File: src/rtl/riscv_pkg.sv
// Shared core definitions: canonical NOP encoding and fetch-stage state type.
package riscv_pkg;

  localparam logic [31:0] NOP_INSTR = 32'h0000_0013;

  typedef enum logic [1:0] {
    REQ     = 2'd0,
    WAIT    = 2'd1,
    DISCARD = 2'd2
  } fetch_state_t;

endpackage

File: src/rtl/if_id_reg.sv
// IF/ID pipeline register: flush beats stall; a pending hold entry beats a fresh response.
module if_id_reg
  import riscv_pkg::*;
#(
  parameter int unsigned XLEN = 32
) (
  input  logic            clk,
  input  logic            reset_n,
  input  logic            flush,
  input  logic            stall,
  input  logic            holdValid,
  input  logic [31:0]     holdInstr,
  input  logic [XLEN-1:0] holdPc,
  input  logic            rspValid,
  input  logic [31:0]     rspInstr,
  input  logic [XLEN-1:0] rspPc,
  output logic [31:0]     InstrD,
  output logic [XLEN-1:0] PCD,
  output logic [XLEN-1:0] PCPlus4D,
  output logic            ValidD
);

  always_ff @(posedge clk or negedge reset_n) begin
    if (!reset_n) begin
      InstrD   <= NOP_INSTR;
      PCD      <= '0;
      PCPlus4D <= '0;
      ValidD   <= 1'b0;
    end else if (flush) begin
      InstrD   <= NOP_INSTR;
      PCD      <= '0;
      PCPlus4D <= '0;
      ValidD   <= 1'b0;
    end else if (!stall) begin
      if (holdValid) begin
        InstrD   <= holdInstr;
        PCD      <= holdPc;
        PCPlus4D <= holdPc + XLEN'(4);
        ValidD   <= 1'b1;
      end else if (rspValid) begin
        InstrD   <= rspInstr;
        PCD      <= rspPc;
        PCPlus4D <= rspPc + XLEN'(4);
        ValidD   <= 1'b1;
      end else begin
        // Bubble: PCD/PCPlus4D keep their last value, ValidD marks them meaningless.
        InstrD <= NOP_INSTR;
        ValidD <= 1'b0;
      end
    end
  end

endmodule

File: src/rtl/fetch_unit.sv
// Instruction fetch: PC, single-outstanding imem request FSM, one-entry hold buffer,
// and the IF/ID register feeding decode.
module fetch_unit
  import riscv_pkg::*;
#(
  parameter int unsigned     XLEN     = 32,
  parameter logic [XLEN-1:0] RESET_PC = '0
) (
  input  logic            clk,
  input  logic            reset_n,
  input  logic            StallF,
  input  logic            StallD,
  input  logic            FlushD,
  input  logic            PCSrcE,
  input  logic [XLEN-1:0] PCTargetE,
  output logic            ImemReqF,
  output logic [XLEN-1:0] ImemAddrF,
  input  logic            ImemGntF,
  input  logic            ImemRvalidF,
  input  logic [31:0]     ImemRdataF,
  output logic [31:0]     InstrD,
  output logic [XLEN-1:0] PCD,
  output logic [XLEN-1:0] PCPlus4D,
  output logic            ValidD
);

  fetch_state_t    state;
  logic [XLEN-1:0] pcF;
  logic [XLEN-1:0] reqPc;
  logic            holdValid;
  logic [31:0]     holdInstr;
  logic [XLEN-1:0] holdPc;

  logic            transfer;
  logic            rspAvail;
  logic [XLEN-1:0] targetPc;
  logic [1:0]      unusedTgtLo;

  assign targetPc    = {PCTargetE[XLEN-1:2], 2'b00};
  assign unusedTgtLo = PCTargetE[1:0];

  // Request is combinational so a same-cycle redirect can withdraw it.
  assign ImemReqF  = (state == REQ) & ~holdValid & ~StallF & ~PCSrcE;
  assign ImemAddrF = pcF;
  assign transfer  = ImemReqF & ImemGntF;
  assign rspAvail  = (state == WAIT) & ImemRvalidF & ~PCSrcE;

  // PC, outstanding-request address and request FSM.
  always_ff @(posedge clk or negedge reset_n) begin
    if (!reset_n) begin
      state <= REQ;
      pcF   <= RESET_PC;
      reqPc <= '0;
    end else begin
      if (PCSrcE) begin
        pcF <= targetPc;
      end else if (transfer) begin
        pcF   <= pcF + XLEN'(4);
        reqPc <= pcF;
      end
      case (state)
        REQ:     if (transfer) state <= WAIT;
        WAIT: begin
          if (ImemRvalidF)  state <= REQ;
          else if (PCSrcE)  state <= DISCARD;
        end
        DISCARD: if (ImemRvalidF) state <= REQ;
        default: state <= REQ;
      endcase
    end
  end

  // Parks a response that decode cannot take yet; blocks new requests while full.
  always_ff @(posedge clk or negedge reset_n) begin
    if (!reset_n) begin
      holdValid <= 1'b0;
      holdInstr <= '0;
      holdPc    <= '0;
    end else if (PCSrcE) begin
      holdValid <= 1'b0;
    end else if (holdValid && !FlushD && !StallD) begin
      holdValid <= 1'b0;
    end else if (rspAvail && StallD && !FlushD) begin
      holdValid <= 1'b1;
      holdInstr <= ImemRdataF;
      holdPc    <= reqPc;
    end
  end

  if_id_reg #(.XLEN(XLEN)) u_if_id (
    .clk       (clk),
    .reset_n   (reset_n),
    .flush     (FlushD),
    .stall     (StallD),
    .holdValid (holdValid),
    .holdInstr (holdInstr),
    .holdPc    (holdPc),
    .rspValid  (rspAvail),
    .rspInstr  (ImemRdataF),
    .rspPc     (reqPc),
    .InstrD    (InstrD),
    .PCD       (PCD),
    .PCPlus4D  (PCPlus4D),
    .ValidD    (ValidD)
  );

endmodule
File: config.mk
export PLATFORM = sky130hd
export DESIGN_NAME = fetch_unit
export DESIGN_NICKNAME = d
export VERILOG_FILES = /design/src/rtl/riscv_pkg.sv /design/src/rtl/if_id_reg.sv /design/src/rtl/fetch_unit.sv
export SDC_FILE = /design/constraint.sdc
export NUM_CORES = 1
export LEC_CHECK = 0
export ABC_AREA = 1
export CAP_MARGIN = 20
export CORE_MARGIN = 2
export CORE_UTILIZATION = 48
export CTS_CLUSTER_SIZE = 20
export DETAILED_ROUTE_END_ITERATION = 10
export GPL_ROUTABILITY_DRIVEN = 1
export PLACE_DENSITY = 0.75
export SYNTH_ARGS = -nofsm -noshare
export SYNTH_HDL_FRONTEND = slang
export SYNTH_SLANG_ARGS = --single-unit
export TNS_END_PERCENT = 30
File: constraint.sdc
create_clock -name clk -period 1.75 [get_ports clk]
set_clock_uncertainty 0.1 [all_clocks]
set_input_delay 0.35 -clock clk [delete_from_list [all_inputs] [get_ports clk]]
set_output_delay 0.35 -clock clk [all_outputs]
set_load 0.02 [all_outputs]
==> load_flow_metrics.sql <==
INSERT INTO impl_metrics (metric_group, metric, value, unit) VALUES
('setup_path', 'cp_cell_sequence', 'buf_12 > nand2_4 > o21ai_4 > inv_2 > ha_4 > nand3_4 > buf_6 > nor2_4 > nand2_4 > o21ai_0 > nand3_1', ''),
('global_routing', 'grt_overflow_total', '0', ''),
('cts', 'worst_skew_pair.late_latency', '0.52', 'ns'),
('die', 'core_region_area', '22400', 'um^2'),
('cells_and_area', 'sequential_cell_area', '5500', 'um^2'),
('drt', 'wire_per_inst', '16.3', 'um'),
('pwr', 'power.density_cell_area', '895', 'nW/um^2'),
('setup_path', 'maximum_fanout_count_along_the_critical_path', '7', ''),
('worst_hold_path', 'worst_hold_path_type', 'input port to asynchronous set/reset pin', ''),
('global_routing', 'grt_antenna_before_repair', '0', ''),
('drt', 'drt_wl_total', '32.8', 'mm'),
('placed_design', 'globalplace.congestion', '0.939', ''),
('setup_path', 'timing.critical_path.arrival', '2.39', 'ns'),
('setup_path', 'cp_data_required_time', '2.04', 'ns'),
('placed_design', 'detailedPlacementHpwl', '22.1', 'mm'),
('yosys', 'ys_ff_latch', '219', ''),
('sta', 'rsz0062_at_grt', 'true', ''),
('global_routing', 'grt_pass1_wl', '49.9', 'mm'),
('cells_and_area', 'most-common-layout-cells', 'sky130_fd_sc_hd__nand2_1 (460), sky130_fd_sc_hd__dfrtp_1 (208), sky130_fd_sc_hd__buf_4 (138)', ''),
('cells_and_area', 'area_growth', '43.8', '%'),
('global_routing', 'grtUsageTotal', '0.254', ''),
('drt', 'viasPerCell', '5.29', ''),
('sta', 'finalWorstPathRequiredPeriod', '2.09', 'ns'),
('sta', 'smallest_setup_slack_after_layout', '-0.343', 'ns'),
('sta', 'final_max_tran_viols', '0', ''),
('run_status', 'failed_checks', 'negative setup slack', ''),
('yosys', 'synthesis.area_per_instance', '7.85', 'um^2'),
('drt', 'route.detailed.drc', '0', ''),
('sta', 'worst_slew_pin_slew', '0.598', 'ns'),
('yosys', 'synth.cell_area', '10900', 'um^2'),
('die', 'die_height', '155', 'um'),
('sta', 'report.final.hold_viol_count', '0', ''),
('pwr', 'ir_drop', '0.638', 'mV'),
('die', 'dieWidth', '155', 'um'),
('cts', 'cts_root_buffer', 'sky130_fd_sc_hd__clkbuf_16', ''),
('cells_and_area', 'count_of_filler_cells_inserted_in_the_layout', '1734', ''),
('cells_and_area', 'nets', '1791', ''),
('setup_path', 'worst_setup_path_end_kind', 'flop', ''),
('placed_design', 'placement.setup.worst_slack', '-0.526', 'ns'),
('pwr', 'power.total', '14.0', 'mW'),
('drt', 'detail_route.first_pass.iterations', '5', ''),
('yosys', 'synth_sequential_area_ratio', '0.503', ''),
('pwr', 'p_leak', '7.89', 'nW'),
('cts', 'cts_made_buffers', '24', ''),
('placed_design', 'numPortBuffers', '197', ''),
('cells_and_area', 'layout-drive-gt1-share', '0.231', ''),
('drt', 'num_vias', '10700', ''),
('cts', 'tritoncts', 'yes', ''),
('cells_and_area', 'post-route-cell-area', '15700', 'um^2'),
('setup_path', 'slowest_stage', 'sky130_fd_sc_hd__dfrtp_4', ''),
('sta', 'fmax', '0.478', 'GHz'),
('cells_and_area', 'antenna_cells', '0', ''),
('die', 'initial_utilization', '0.486', ''),
('sta', 'layout_worst_path_cycle_share', '1.20', ''),
('cts', 'path_clk_slew', '0.06', 'ns'),
('yosys', 'post_synth_num_cell_types', '40', ''),
('run_status', 'status', 'finished, violations left', ''),
('yosys', 'yosys_warnings', '0', ''),
('global_routing', 'grt_max_degree', '62', ''),
('yosys', 'syn_inst', '1388', ''),
('drt', 'detail_route.iter0.violations', '754', ''),
('drt', 'antenna_violating_nets_post_route', '0', ''),
('placed_design', 'placement.cell_area', '14200', 'um^2'),
('cells_and_area', 'multiInputGateArea', '5110', 'um^2'),
('setup_path', 'critical_path_class', 'flop to flop', ''),
('sta', 'timing.max_slew.rel_slack', '0.597', ''),
('cts', 'clock_sinks', '219', ''),
('cts', 'number_of_levels_in_the_clock_h_tree', '1', ''),
('cts', 'cts_max_path_buffers', '3', ''),
('setup_path', 'critical-path-max-stage-delay', '0.56', 'ns'),
('setup_path', 'setup.worst_path.start_class', 'flop', ''),
('global_routing', 'number_of_global_route_vias_before_repair', '10000', ''),
('die', 'io_pins', '202', ''),
('die', 'core.rowCount', '55', ''),
('die', 'floorplan.die_area', '23900', 'um^2'),
('cells_and_area', 'mostFrequentLayoutCell', 'sky130_fd_sc_hd__nand2_1', ''),
('flow_run', 'max_cap_violations', '0', ''),
('sta', 'setup_viol', '112', ''),
('setup_path', 'cpMostUsedCell', 'sky130_fd_sc_hd__nand2_4', '');
==> registers in the layout, summed over array words and instances (netlist names) <==
register / flops
u_if_id.PCD: 30
ImemAddrF: 30
holdValid: 1
reqPc: 30
u_if_id.InstrD: 32
holdInstr: 32
u_if_id.ValidD: 1
u_if_id.PCPlus4D: 31
state: 2
holdPc: 30
==> repair_timing <==
item,4_1_cts,5_1_grt
pin swaps,5,38
endpoints found under the hold margin,95,0
buffers inserted,3,14
gates resized for setup,216,126
setup endpoints to repair,204,175
gates cloned,1,6
hold buffers,1,0
==> metal layers <==
layer | part of all wire | vias up | track usage
met3 | 0.071 | 84 | 0.0375
li1 | - | 5107 | -
met2 | 0.47 | 438 | 0.405
met5 | 0 | - | 0
met1 | 0.43 | 5027 | 0.365
met4 | 0.028 | 0 | 0.0688
==> cells in the mapped netlist (all sizes together) <==
master    n  share of area
a21oi    37          0.017
a22o      2         0.0016
a22oi     1        0.00069
and2      1        0.00057
buf      39          0.021
clkbuf   28         0.0096
clkinv    1        0.00034
conb      1        0.00034
dfrtp   216           0.50
dfstp     3         0.0072
ha        2         0.0023
inv     116          0.040
mux2     35          0.036
mux2i     3         0.0028
nand2   507           0.18
nand3    73          0.034
nand4    13         0.0075
nor2    116          0.044
nor3     14         0.0069
nor3b     1        0.00069
o211ai    9         0.0062
o21ai   141          0.065
o21bai    2         0.0014
o221ai    5         0.0040
o31ai     2         0.0014
or2       1        0.00057
xnor2     2         0.0016
xor2     17          0.014
==> cell type report <==
type                            count  share of cell area
Sequential cell                   219               0.351
Multi-Input combinational cell    987               0.326
Clock inverter                      5             0.00344
Timing Repair Buffer              368               0.222
Clock buffer                       35              0.0455
Inverter                          117              0.0293
Tap cell                          285              0.0228
==> worst paths after layout <==
path | start | to | slack [ns] | depth (start not counted)
min | reset_n | u_if_id.PCD[3] | 0.22 | 2
min in group clk | PCTargetE[21] | ImemAddrF[21] | 0.30 | 3
max | holdValid | u_if_id.PCPlus4D[22] | -0.34 | 11
min reg2reg | u_if_id.PCPlus4D[27] | u_if_id.PCPlus4D[27] | 0.37 | 2
max reg2reg | holdValid | u_if_id.PCPlus4D[22] | -0.34 | 11
max in group asynchronous | reset_n | u_if_id.PCD[19] | 0.72 | 3
==> where the power goes <==
part,switching [mW],internal (mW)
clock,1.99,2.95
sequential,0.398,5.56
combinational,1.78,1.34
==> logic make-up (layout without fill, tap and decap cells) <==
| logic type | after synthesis | after routing | synth area share |
|---|---|---|---|
| adders and majority gates | 2 | 2 | 0.00230 |
| muxes | 38 | 38 | 0.0389 |
| AOI/OAI and AO/OA | 199 | 199 | 0.0977 |
| other | 1 | 2 | 0.000344 |
| buffers and inverters | 184 | 525 | 0.0714 |
| and+or+nand+nor | 726 | 727 | 0.271 |
| xor gates and xnor gates | 19 | 19 | 0.0153 |
| DFF | 219 | 219 | 0.503 |
==> through the flow <==
stage	util	setup TNS, ns	instances	hold slack [ns]
after detailed placement	0.635	-80.71	1953	0.179
after CTS	0.668	-8.49	1998	0.237
final	0.698	-9.97	2016	0.224
after global routing	0.698	-20.97	2016	0.252
after floorplan	-	-0.0147	1389	-0.0456
after global placement	0.635	-72.97	1953	0.179
==> worst max-delay path: cells and delay by family (launching register included) <==
| family | cells | cell delay [ns] |
|---|---|---|
| buf+inv | 3 | 0.42 |
| simple gates | 5 | 0.50 |
| compound gates | 2 | 0.25 |
| fa+ha+maj | 1 | 0.14 |
| flops | 1 | 0.56 |
No activity file was read; power rests on OpenSTA's default activity.
